===== src/rtl/render_fetch_ctrl.sv =====
// Character-row fetch controller for the text renderer. For one pixel row it
// walks the character row buffer and, for each character, reads the glyph
// scanline and the background/foreground palette entries. Each character
// becomes one output record.
//
// Output handshake: a record transfers on a rising clk edge where out_valid
// and out_ready are both high; while out_valid is high and out_ready is low,
// out_valid and every record field hold their values.
module render_fetch_ctrl #(
   parameter int NUM_CHARS = 100
) (
   input  logic        clk,
   input  logic        nrst,
   input  logic        start,
   input  logic [3:0]  pixel_row,
   output logic        busy,
   output logic        done,
   output logic        chrowbuf_rd,
   output logic [7:0]  chrowbuf_rd_addr,
   input  logic [15:0] chrowbuf_rd_data,
   output logic        fontmem_rd,
   output logic [11:0] fontmem_rd_addr,
   input  logic [7:0]  fontmem_rd_data,
   output logic        palette_rd,
   output logic [7:0]  palette_rd_addr,
   input  logic [15:0] palette_rd_data,
   output logic        out_valid,
   input  logic        out_ready,
   output logic [7:0]  out_pattern,
   output logic [15:0] out_bg,
   output logic [15:0] out_fg,
   output logic        out_last,
   output logic [2:0]  dbg_state
);

   typedef enum logic [2:0] {
      S_IDLE  = 3'd0,
      S_CHAR  = 3'd1,
      S_FONT  = 3'd2,
      S_FG    = 3'd3,
      S_STAGE = 3'd4,
      S_HOLD  = 3'd5,
      S_DRAIN = 3'd6
   } state_e;

   localparam logic [7:0] LAST_IDX = 8'(NUM_CHARS - 1);

   state_e      state_q, state_d;
   logic [7:0]  idx_q, idx_d;
   logic [3:0]  row_q, row_d;
   logic [7:0]  attr_q, attr_d;
   logic [7:0]  pattern_q, pattern_d;
   logic [15:0] bg_q, bg_d;
   logic [15:0] fg_q, fg_d;
   logic        out_valid_q, out_valid_d;
   logic        out_last_q, out_last_d;
   logic [7:0]  out_pattern_q, out_pattern_d;
   logic [15:0] out_bg_q, out_bg_d;
   logic [15:0] out_fg_q, out_fg_d;
   logic        done_q, done_d;

   logic        slot_free;
   logic        load;
   logic [15:0] load_fg;

   // State and datapath registers with synchronous active-low reset
   always_ff @(posedge clk) begin
      if (!nrst) begin
         state_q       <= S_IDLE;
         idx_q         <= '0;
         row_q         <= '0;
         attr_q        <= '0;
         pattern_q     <= '0;
         bg_q          <= '0;
         fg_q          <= '0;
         out_valid_q   <= 1'b0;
         out_last_q    <= 1'b0;
         out_pattern_q <= '0;
         out_bg_q      <= '0;
         out_fg_q      <= '0;
         done_q        <= 1'b0;
      end else begin
         state_q       <= state_d;
         idx_q         <= idx_d;
         row_q         <= row_d;
         attr_q        <= attr_d;
         pattern_q     <= pattern_d;
         bg_q          <= bg_d;
         fg_q          <= fg_d;
         out_valid_q   <= out_valid_d;
         out_last_q    <= out_last_d;
         out_pattern_q <= out_pattern_d;
         out_bg_q      <= out_bg_d;
         out_fg_q      <= out_fg_d;
         done_q        <= done_d;
      end
   end

   // Next-state, capture and output-record load logic
   always_comb begin
      state_d       = state_q;
      idx_d         = idx_q;
      row_d         = row_q;
      attr_d        = attr_q;
      pattern_d     = pattern_q;
      bg_d          = bg_q;
      fg_d          = fg_q;
      out_last_d    = out_last_q;
      out_pattern_d = out_pattern_q;
      out_bg_d      = out_bg_q;
      out_fg_d      = out_fg_q;
      done_d        = 1'b0;
      // A presented record retires on acceptance unless replaced below.
      out_valid_d   = out_valid_q & ~out_ready;
      slot_free     = ~out_valid_q | out_ready;
      load          = 1'b0;
      load_fg       = fg_q;

      case (state_q)
         S_IDLE: begin
            // done_q blocks a start that arrives in the done cycle.
            if (start && !done_q) begin
               state_d = S_CHAR;
               idx_d   = '0;
               row_d   = pixel_row;
            end
         end
         S_CHAR: state_d = S_FONT;
         S_FONT: begin
            attr_d  = chrowbuf_rd_data[15:8];
            state_d = S_FG;
         end
         S_FG: begin
            pattern_d = fontmem_rd_data;
            bg_d      = palette_rd_data;
            state_d   = S_STAGE;
         end
         S_STAGE: begin
            fg_d = palette_rd_data;
            if (slot_free) begin
               load    = 1'b1;
               load_fg = palette_rd_data;
            end else begin
               state_d = S_HOLD;
            end
         end
         S_HOLD: begin
            if (slot_free) load = 1'b1;
         end
         S_DRAIN: begin
            if (out_valid_q && out_ready) begin
               state_d = S_IDLE;
               done_d  = 1'b1;
            end
         end
         default: state_d = S_IDLE;
      endcase

      if (load) begin
         out_valid_d   = 1'b1;
         out_pattern_d = pattern_q;
         out_bg_d      = bg_q;
         out_fg_d      = load_fg;
         out_last_d    = (idx_q == LAST_IDX);
         if (idx_q == LAST_IDX) begin
            state_d = S_DRAIN;
         end else begin
            state_d = S_CHAR;
            idx_d   = idx_q + 8'd1;
         end
      end
   end

   // Memory strobes and addresses decoded from the current state; the font
   // and bg palette addresses in FONT come straight from the buffer read data.
   always_comb begin
      chrowbuf_rd      = 1'b1;
      chrowbuf_rd_addr = '0;
      fontmem_rd       = 1'b1;
      fontmem_rd_addr  = '0;
      palette_rd       = 1'b1;
      palette_rd_addr  = '0;
      case (state_q)
         S_CHAR: begin
            chrowbuf_rd      = 1'b0;
            chrowbuf_rd_addr = idx_q;
         end
         S_FONT: begin
            fontmem_rd      = 1'b0;
            fontmem_rd_addr = {chrowbuf_rd_data[7:0], row_q};
            palette_rd      = 1'b0;
            palette_rd_addr = {4'h0, chrowbuf_rd_data[11:8]};
         end
         S_FG: begin
            palette_rd      = 1'b0;
            palette_rd_addr = {4'h0, attr_q[7:4]};
         end
         default: ;
      endcase
   end

   assign busy        = (state_q != S_IDLE);
   assign done        = done_q;
   assign out_valid   = out_valid_q;
   assign out_last    = out_last_q;
   assign out_pattern = out_pattern_q;
   assign out_bg      = out_bg_q;
   assign out_fg      = out_fg_q;
   assign dbg_state   = state_q;

endmodule


===== config.mk =====
export PLATFORM = sky130hd
export DESIGN_NAME = render_fetch_ctrl
export DESIGN_NICKNAME = d
export VERILOG_FILES = /design/src/rtl/render_fetch_ctrl.sv
export SDC_FILE = /design/constraint.sdc
export NUM_CORES = 1
export LEC_CHECK = 0
export BUFFER_PORTS_ARGS = -buffer_cell sky130_fd_sc_hd__buf_4
export CAP_MARGIN = 20
export CELL_PAD_IN_SITES_DETAIL_PLACEMENT = 1
export CELL_PAD_IN_SITES_GLOBAL_PLACEMENT = 2
export CORE_ASPECT_RATIO = 2
export CORE_MARGIN = 10
export CORE_UTILIZATION = 29
export CTS_BUF_LIST = sky130_fd_sc_hd__clkbuf_16
export CTS_CLUSTER_SIZE = 40
export DETAILED_ROUTE_END_ITERATION = 10
export HOLD_SLACK_MARGIN = 0.08
export PLACE_DENSITY = 0.82
export SLEW_MARGIN = 20
export SYNTH_ARGS = -nofsm -noshare
export SYNTH_HDL_FRONTEND = slang
export SYNTH_SLANG_ARGS = --single-unit

===== constraint.sdc =====
create_clock -name clk -period 2.35 [get_ports clk]
set_clock_uncertainty 0.2 [all_clocks]
set_input_delay 0.47 -clock clk [delete_from_list [all_inputs] [get_ports clk]]
set_output_delay 0.47 -clock clk [all_outputs]
set_load 0.03 [all_outputs]

==> results of run 1 <==
[synth_stat cells (3+ instances only)]
master and count:
buf_4 6, a21oi_1 89, a22o_1 4, nor3_1 4, nand4_1 6, and3_1 10, o211ai_1 3, and2_1 13
inv_1 5, nand3_1 7, buf_2 12, clkbuf_1 21, nor2_1 18, mux2i_1 15, dfxtp_1 102, a211oi_1 5
nand2b_1 6, nand2_1 135, o21ai_1 15
[repair_timing]
action                                  in CTS  in global routing
pin swaps                                    0                  1
gates resized for setup                      1                  3
cloned                                       0                  0
buffers inserted                             0                  1
endpoints found under the setup margin      17                 24
[worst paths after layout]
path	start	endpoint	slack [ps]	cells past startpoint
setup / recovery	dbg_state[1]	fontmem_rd_addr[1]	110	4
hold / removal	chrowbuf_rd_data[12]	attr_q[4]	160	3
setup reg to reg	idx_q[0]	dbg_state[2]	360	5
hold reg to reg	bg_q[0]	out_bg[0]	260	2
[worst min-delay path: stages]
cell and delay [ps]:
buf_4 80, mux2i_1 50, nor2_1 70
[cell type report]
class	instances	area, µm²	area share, %
inverter	5	18.77	0.3403
timing repair buffer	133	1027	18.63
tap	189	236.5	4.288
sequential	102	2044	37.07
multi-input combinational	363	1899	34.44
clock inverter	7	63.81	1.157
clock buffer	9	225.2	4.083
[state kept, by name (all words and copies together), names as in the netlist]
| name | flops |
|---|---|
| dbg_state | 3 |
| out_valid | 1 |
| fg_q | 16 |
| attr_q | 4 |
| row_q | 4 |
| out_last | 1 |
| pattern_q | 8 |
| out_fg | 16 |
| out_pattern | 8 |
| out_bg | 16 |
| done | 1 |
| bg_q | 16 |
| idx_q | 8 |
[logic make-up after synthesis]
logic type / share of synthesized area, %
AO/OA/AOI/OAI: 17.69
adder cells (fa/ha/maj): 0.3018
buffers and inverters: 5.524
flip-flops: 49.26
multiplexers: 3.622
other: 0.09047
AND/OR/NAND/NOR: 23.51
[routing by layer]
layer	GRT usage (%)	wire, µm	up-vias
li1	-	-	1928
met2	25.45	7538	91
met4	5.490	243	0
met1	14.46	5510	1876
met3	2.857	564	14
met5	0	0	-
[layout by cell type (no fill, tap or decap), types with 3 or more instances in the layout]
master / synthesis / final
a211oi_1: 5 / 5
clkbuf_16: 0 / 9
nor3_1: 4 / 4
nand3_1: 7 / 7
dfxtp_1: 102 / 100
and2_1: 13 / 13
buf_4: 6 / 130
nand2_1: 135 / 135
mux2i_1: 15 / 15
a21oi_1: 89 / 89
a22o_1: 4 / 4
nand4_1: 6 / 6
inv_1: 5 / 4
and3_1: 10 / 10
conb_1: 1 / 4
o211ai_1: 3 / 3
nor2_1: 18 / 17
o21ai_1: 15 / 15
nand2b_1: 6 / 6
[power groups by stage]
stage	combinational (mW)	sequential, mW	clock (mW)
5_1_grt	1.02	1.92	1.58
2_1_floorplan	0.510	2.02	0
6_report	0.939	1.91	1.46
3_5_place_dp	0.947	1.95	0
3_3_place_gp	0.929	1.94	0
4_1_cts	0.949	1.91	1.51
[per-stage QoR]
step | utilization, % | hold slack [ps] | total power [mW]
after floorplan | - | 232.1 | 2.530
after global placement | 37.27 | 236.3 | 2.869
after detailed placement | 37.27 | 249.5 | 2.893
after CTS | 39.35 | 155.1 | 4.363
after global routing | 39.49 | 159.0 | 4.527
final | 39.49 | 161.2 | 4.306
==> metrics.yaml, run 1 <==
floorplanning:
  die_w_um: 104.5
  num_io_pins: 126
  start_util_pct: 29.68
  core.rowCount: 61
  core-area_mm2: 0.01397
  die_h_um: 189.1
  die_area_mm2: 0.01977
yosys:
  synth_edf_count: 0
  synth_area_mm2: 0.004145
  synth_cell_types: 43
  synth_cells: 509
  ys_warn_count: 0
  ys_top_cells_by_area: "dfxtp_1 (49%), nand2_1 (12%), a21oi_1 (11%)"
  synth-main-ff-cell: "dfxtp_1"
  synth_top_area_cell: "dfxtp_1"
  postSynthAreaPerCell_um2: 8.144
  async_flop_share_pct: 0
  synth_top_area_share_pct: 49.26
  ys_seq_area_share_pct: 49.26
  ys_ff_latch: 102
placed_design:
  place_ws_ps: 240.8
  post-dp-hpwl_um: 10170
  place_area_mm2: 0.005206
  io_buffers: 121
  gp_congestion: 0.7644
  dp.cells: 791
timing:
  tns_ps: 0
  post-route-period-util_pct: 95.23
  finalCriticalPeriod_ps: 2238
  setup_ws_ps: 112.0
  drv_slew: 0
  final_hold_viol_count: 0
  slew_headroom_pct: 62.37
  worst_pin_slew_ps: 564.4
  rsz0062_at_grt: "no"
  setup_viol_count_final: 0
  fmax_mhz: 446.8
clocking:
  clock_latency_ps: 340
  cts-root-buf: "clkbuf_16"
  cts_tree: "built"
  cts_buffer_depth: 2
  cts-buffers-inserted: 9
  hold_buffers: 0
  h-tree-depth: 3
  cts.sinks: 102
  cts.clk_slew.worst_paths_ps: 80
layout:
  num_antenna_cells: 0
  drive_above_1_share_pct: 25.85
  stdcell_area_mm2: 0.005515
  n_fill_cell: 1711
  final_cell_count_no_fill: 808
  syn_to_final_growth_pct: 33.05
  nets: 663
power_and_ir_drop:
  p_int_mw: 2.911
  power_frac_clock_pct: 33.9
  cellLeakagePower_nw: 2.227
  switchingPower_mw: 1.395
  seqPwrFrac_pct: 44.3
  vdd.ir_drop.worst_mv: 0.3511
  p_comb_share_pct: 21.8
  swShare_pct: 32.41
  power.density_mw_per_mm2: 780.7
flow_run:
  cap_violations: 0
global_routing:
  grt_pass1_vias: 4115
  overflow: 0
  grt.total_usage_pct: 13.68
  antenna_found_initial: 0
  grt_pass1_wl_um: 22120
  grt_max_degree: 67
setup_path:
  path_delay_family: "flip-flops"
  critPathSlowestCell: "dfxtp_2"
  path_cells: "nor3b_4, buf_6, and2_1, buf_4"
  crit_buf_inv: 2
  cp.arrival_ps: 1570
  cpPeakStageDelay_ps: 430
  critPathLaunchType: "register"
  endpoint_kind: "output pin"
  worstPathMaxFanout: 21
  path_class: "reg -> out"
  worstPathRequired_ps: 1680
route:
  antenna_left: 0
  vias: 3909
  drt-total-wl_um: 13860
  viasPerCell: 4.838
  drt-pass1-iter-count: 4
  drc: 0
  first_iter_violations: 138
  wire_per_inst_um: 17.15
worst_hold_path:
  hold_path_class: "in -> reg"
status:
  status: "finished clean"
Note: power is estimated with default switching activity, not from simulation.
==> inputs of run 2 (changes only) <==
- CELL_PAD_IN_SITES_DETAIL_PLACEMENT: 1 -> default
- CELL_PAD_IN_SITES_GLOBAL_PLACEMENT: 2 -> default
- CORE_UTILIZATION: 29 -> 37
- PLACE_DENSITY: 0.82 -> 0.63
==> run 2 against run 1 <==
Sequential share of layout area rose by 0.68 points. Combinational power fell by 3.0%. Total power fell by 3.0%. Worst hold slack barely moved. Via count fell by 1.1%. Cell count fell by 5.9%. Register-to-register slack improved by 20 ps.
==> metrics.yaml, run 2 (same netlist as run 1, synthesis figures left out) <==
layout:
  layout_common_cells: "nand2_1 (135), buf_4 (131), dfxtp_1 (100)"
  nets: 663
  stdcell_area_mm2: 0.005416
  post-route-util_pct: 49.49
  multi_input_area_mm2: 0.001893
  n_fill_cell: 1098
  regArea_mm2: 0.002044
  final_common_cell: "nand2_1"
  syn_to_final_growth_pct: 30.67
  drive_above_1_share_pct: 25.69
setup_path:
  cpPeakStageDelay_ps: 430
  r2r_end: "dbg_state[2]"
  path_cells: "nor3b_2, buf_6, a22o_1, buf_4"
  worstPathMaxFanout: 21
  path_delay_family: "flip-flops"
  r2r_slack_ps: 380
  r2r_start: "idx_q[0]"
  worstPathRequired_ps: 1680
  path_class: "reg -> out"
  critPathSlowestCell: "dfxtp_2"
  rr_worst_depth: 5
  cp.depth: 4
  crit_buf_inv: 2
  cp.arrival_ps: 1570
  endpoint_kind: "output pin"
  critPathLaunchType: "register"
clocking:
  cts-buffers-inserted: 9
  cts_tree: "built"
  cts-root-buf: "clkbuf_16"
  ctsResizeCount: 1
  post_cts_buffers: 0
  h-tree-depth: 3
  hold_buffers: 0
  cts_buffer_depth: 2
  cts.sinks: 102
  cts.clk_slew.worst_paths_ps: 70
  clock_latency_ps: 340
placed_design:
  gp_congestion: 0.8066
  io_buffers: 121
  place_area_mm2: 0.005140
  post-dp-hpwl_um: 8891
  place_ws_ps: 320.0
power_and_ir_drop:
  power_frac_clock_pct: 32.5
  total_power_mw: 4.177
  swShare_pct: 31.24
  cellLeakagePower_nw: 2.218
  power.density_mw_per_mm2: 771.1
  seqPwrFrac_pct: 45.7
  p_int_mw: 2.872
  switchingPower_mw: 1.305
  vdd.ir_drop.worst_mv: 0.4184
  p_comb_share_pct: 21.8
worst_hold_path:
  whs_endpoint: "row_q[2]"
  min_path_cells: 3
  hold_path_class: "in -> reg"
  hp-start: "pixel_row[2]"
timing:
  setup_viol_count_final: 0
  tns_ps: 0
  final_hold_viol_count: 0
  slew_headroom_pct: 64.17
  setup_ws_ps: 109.6
  drv_slew: 0
  worst_pin_slew_ps: 537.5
  finalCriticalPeriod_ps: 2240
  post-route-period-util_pct: 95.33
  rsz0062_at_grt: "no"
  fmax_mhz: 446.4
global_routing:
  grt_pass1_vias: 3731
  grt.total_usage_pct: 14.88
  grt_pass1_wl_um: 19130
  overflow: 0
  antenna_found_initial: 1
  grt_max_degree: 52
route:
  drt-total-wl_um: 12190
  drt-pass1-iter-count: 4
  drc: 0
  vias: 3865
  wire_per_inst_um: 16.04
  first_iter_violations: 245
  antenna_left: 0
  viasPerCell: 5.086
floorplanning:
  core.rowCount: 54
  die_area_mm2: 0.01609
  core-area_mm2: 0.01095
  num_io_pins: 126
  die_w_um: 94.85
  die_h_um: 169.7
  start_util_pct: 37.87
status:
  status: "finished clean"
flow_run:
  cap_violations: 0
==> run 2: cell types whose count changed in the layout (fill, tap and decap cells not counted) <==
cell / before / now
clkinv_2: 0 / 3
inv_6: 2 / 0
inv_8: 2 / 0
buf_12: 2 / 1
buf_4: 130 / 131
diode_2: 0 / 1
inv_1: 4 / 5
nor3b_2: 0 / 1
nor3b_4: 1 / 0
==> run 2: cell type report <==
cell class	count	share of cell area, %
sequential	102	37.75
multi-input combinational	363	34.95
timing repair buffer	133	18.73
clock buffer	9	4.158
tap	140	3.234
clock inverter	7	0.7854
inverter	5	0.3465
antenna	1	0.04620
==> run 2: power groups by stage <==
stage	sequential (mW)	clock [mW]	combinational (mW)
2_1_floorplan	2.02	0	0.510
3_3_place_gp	1.94	0	0.909
3_5_place_dp	1.94	0	0.918
4_1_cts	1.91	1.39	0.920
5_1_grt	1.92	1.47	0.991
6_report	1.91	1.36	0.911
==> run 2: layer usage <==
metal / part of all wire, % / track usage, %
met1: 38 / 16.20
met2: 54 / 26.23
met3: 6.3 / 4.253
met4: 1.3 / 5.497
met5: 0 / 0
==> run 2: tightest hold or removal path, stage by stage <==
cell	delay (ps)
buf_4	80
mux2i_1	50
nor2_1	70
==> run 2: worst max path at each step <==
| stage | from | end |
|---|---|---|
| global placement | dbg_state[1] | palette_rd_addr[2] |
| global route | dbg_state[1] | palette_rd_addr[2] |
| floorplan | dbg_state[1] | palette_rd_addr[0] |
| detailed placement | dbg_state[1] | palette_rd_addr[2] |
| CTS | dbg_state[2] | palette_rd_addr[2] |
| finish | dbg_state[1] | palette_rd_addr[3] |
==> run 2: per-stage QoR <==
stage	hold slack, ps	instances
finish	161.1	760
floorplan	232.1	512
global route	168.1	760
global placement	238.3	743
CTS	159.1	759
detailed placement	246.7	743
==> inputs of run 3 (changes only) <==
- GPL_TIMING_DRIVEN: default -> 0
- REMOVE_ABC_BUFFERS: default -> 1
==> run 3 against run 2 <==
Largest cell class unchanged. Largest power group unchanged. Sequential power about the same. Critical path depth unchanged. Wire length increased by 2.8%.
==> metrics.yaml, run 3 (same netlist as run 1, synthesis figures left out) <==
worst_hold_path:
  hold_path_class: "in -> reg"
layout:
  num_antenna_cells: 0
  final_common_cell: "nand2_1"
  final_cell_count_no_fill: 756
  post-route-util_pct: 49.86
  layout_common_cells: "nand2_1 (135), buf_4 (124), dfxtp_1 (99)"
  drive_above_1_share_pct: 25.65
  multi_input_area_mm2: 0.001942
  syn_to_final_growth_pct: 31.66
  regArea_mm2: 0.002048
  nets: 660
  stdcell_area_mm2: 0.005458
  n_fill_cell: 1082
route:
  viasPerCell: 5.079
  antenna_left: 0
  vias: 3840
  drc: 0
  wire_per_inst_um: 16.58
  drt-total-wl_um: 12540
  first_iter_violations: 221
  drt-pass1-iter-count: 4
clocking:
  cts-buffers-inserted: 9
  cts.sinks: 102
  hold_buffers: 0
  cts-root-buf: "clkbuf_16"
  cts_buffer_depth: 2
  cts.clk_slew.worst_paths_ps: 70
  clock_latency_ps: 330
  h-tree-depth: 3
  cts_tree: "built"
power_and_ir_drop:
  total_power_mw: 4.191
  power_frac_clock_pct: 31.7
  cellLeakagePower_nw: 2.206
  p_comb_share_pct: 22.4
  power.density_mw_per_mm2: 768.0
  p_int_mw: 2.885
  switchingPower_mw: 1.307
  vdd.ir_drop.worst_mv: 0.5029
  seqPwrFrac_pct: 45.9
  swShare_pct: 31.18
floorplanning:
  die_h_um: 169.7
  start_util_pct: 37.87
  core-area_mm2: 0.01095
  num_io_pins: 126
  die_area_mm2: 0.01609
  core.rowCount: 54
  die_w_um: 94.85
setup_path:
  cp.arrival_ps: 1590
  endpoint_kind: "output pin"
  critPathLaunchType: "register"
  path_class: "reg -> out"
  worstPathMaxFanout: 14
  worstPathRequired_ps: 1680
timing:
  worst_pin_slew_ps: 792.2
  setup_ws_ps: 89.00
  finalCriticalPeriod_ps: 2261
  fmax_mhz: 442.3
  final_hold_viol_count: 0
  drv_slew: 0
  rsz0062_at_grt: "no"
  hold-worst-slack_ps: 163.4
  tns_ps: 0
  slew_headroom_pct: 47.13
  post-route-period-util_pct: 96.21
  setup_viol_count_final: 0
placed_design:
  dp.cells: 733
  post-dp-hpwl_um: 8489
  place_ws_ps: -467.9
  place_area_mm2: 0.005089
  io_buffers: 121
  gp_congestion: 0.8248
global_routing:
  grt_pass1_vias: 3780
  grt_pass1_wl_um: 19920
  grt_max_degree: 54
  antenna_found_initial: 0
  overflow: 0
  grt.total_usage_pct: 15.64
status:
  status: "finished clean"
flow_run:
  cap_violations: 0
==> run 3: cell count changes in the layout (fill, tap and decap cells not counted), moves of 2 or more <==
cell | before | now
buf_4 | 131 | 124
clkinv_1 | 0 | 4
clkinv_2 | 3 | 0
buf_12 | 1 | 3
nor2_1 | 17 | 15
nor2_2 | 1 | 3
nor3b_4 | 0 | 2
==> run 3: final timing paths <==
kind	to	slack (ps)	cells after the start	start
worst max-delay path	palette_rd_addr[3]	90	4	dbg_state[2]
worst min-delay path	row_q[1]	160	3	pixel_row[1]
worst max register to register	idx_q[0]	180	4	dbg_state[2]
worst min register to register	out_bg[6]	250	2	bg_q[6]
==> run 3: layout make-up <==
type	instances	share of cell area (%)
clock inverters	7	0.7336
well taps	140	3.210
multi-input cells	365	35.58
clock buffers	9	4.127
flip-flops and latches	102	37.53
inverters	5	0.3897
repair buffers	128	18.43
==> run 3: power by group through the flow <==
stage	combinational, mW	sequential [mW]	clock, mW
floorplan	0.420	2.05	0
global placement	0.853	1.97	0
detailed placement	0.880	1.97	0
CTS	0.950	1.92	1.38
global route	1.02	1.94	1.44
finish	0.938	1.92	1.33
==> run 3: repair_timing <==
| action | CTS | global route |
|---|---|---|
| endpoints found under the setup margin | 29 | 7 |
| gates resized for setup | 7 | 2 |
| pin swaps | 1 | 0 |
| gates cloned | 2 | 0 |
| buffers inserted | 5 | 0 |
==> run 3: critical path: stages (launching register included) <==
cell and delay, ps:
dfxtp_2 530, nand2b_2 280, nor2_4 70, a22o_1 190, buf_4 170
==> run 3: per-layer routing <==
layer | vias up | part of all wire (%) | global-route usage, %
met1 | 1819 | 37 | 16.28
met5 | - | 0 | 0
met2 | 89 | 57 | 28.78
li1 | 1923 | - | -
met4 | 0 | 1.5 | 6.152
met3 | 9 | 4.6 | 3.677
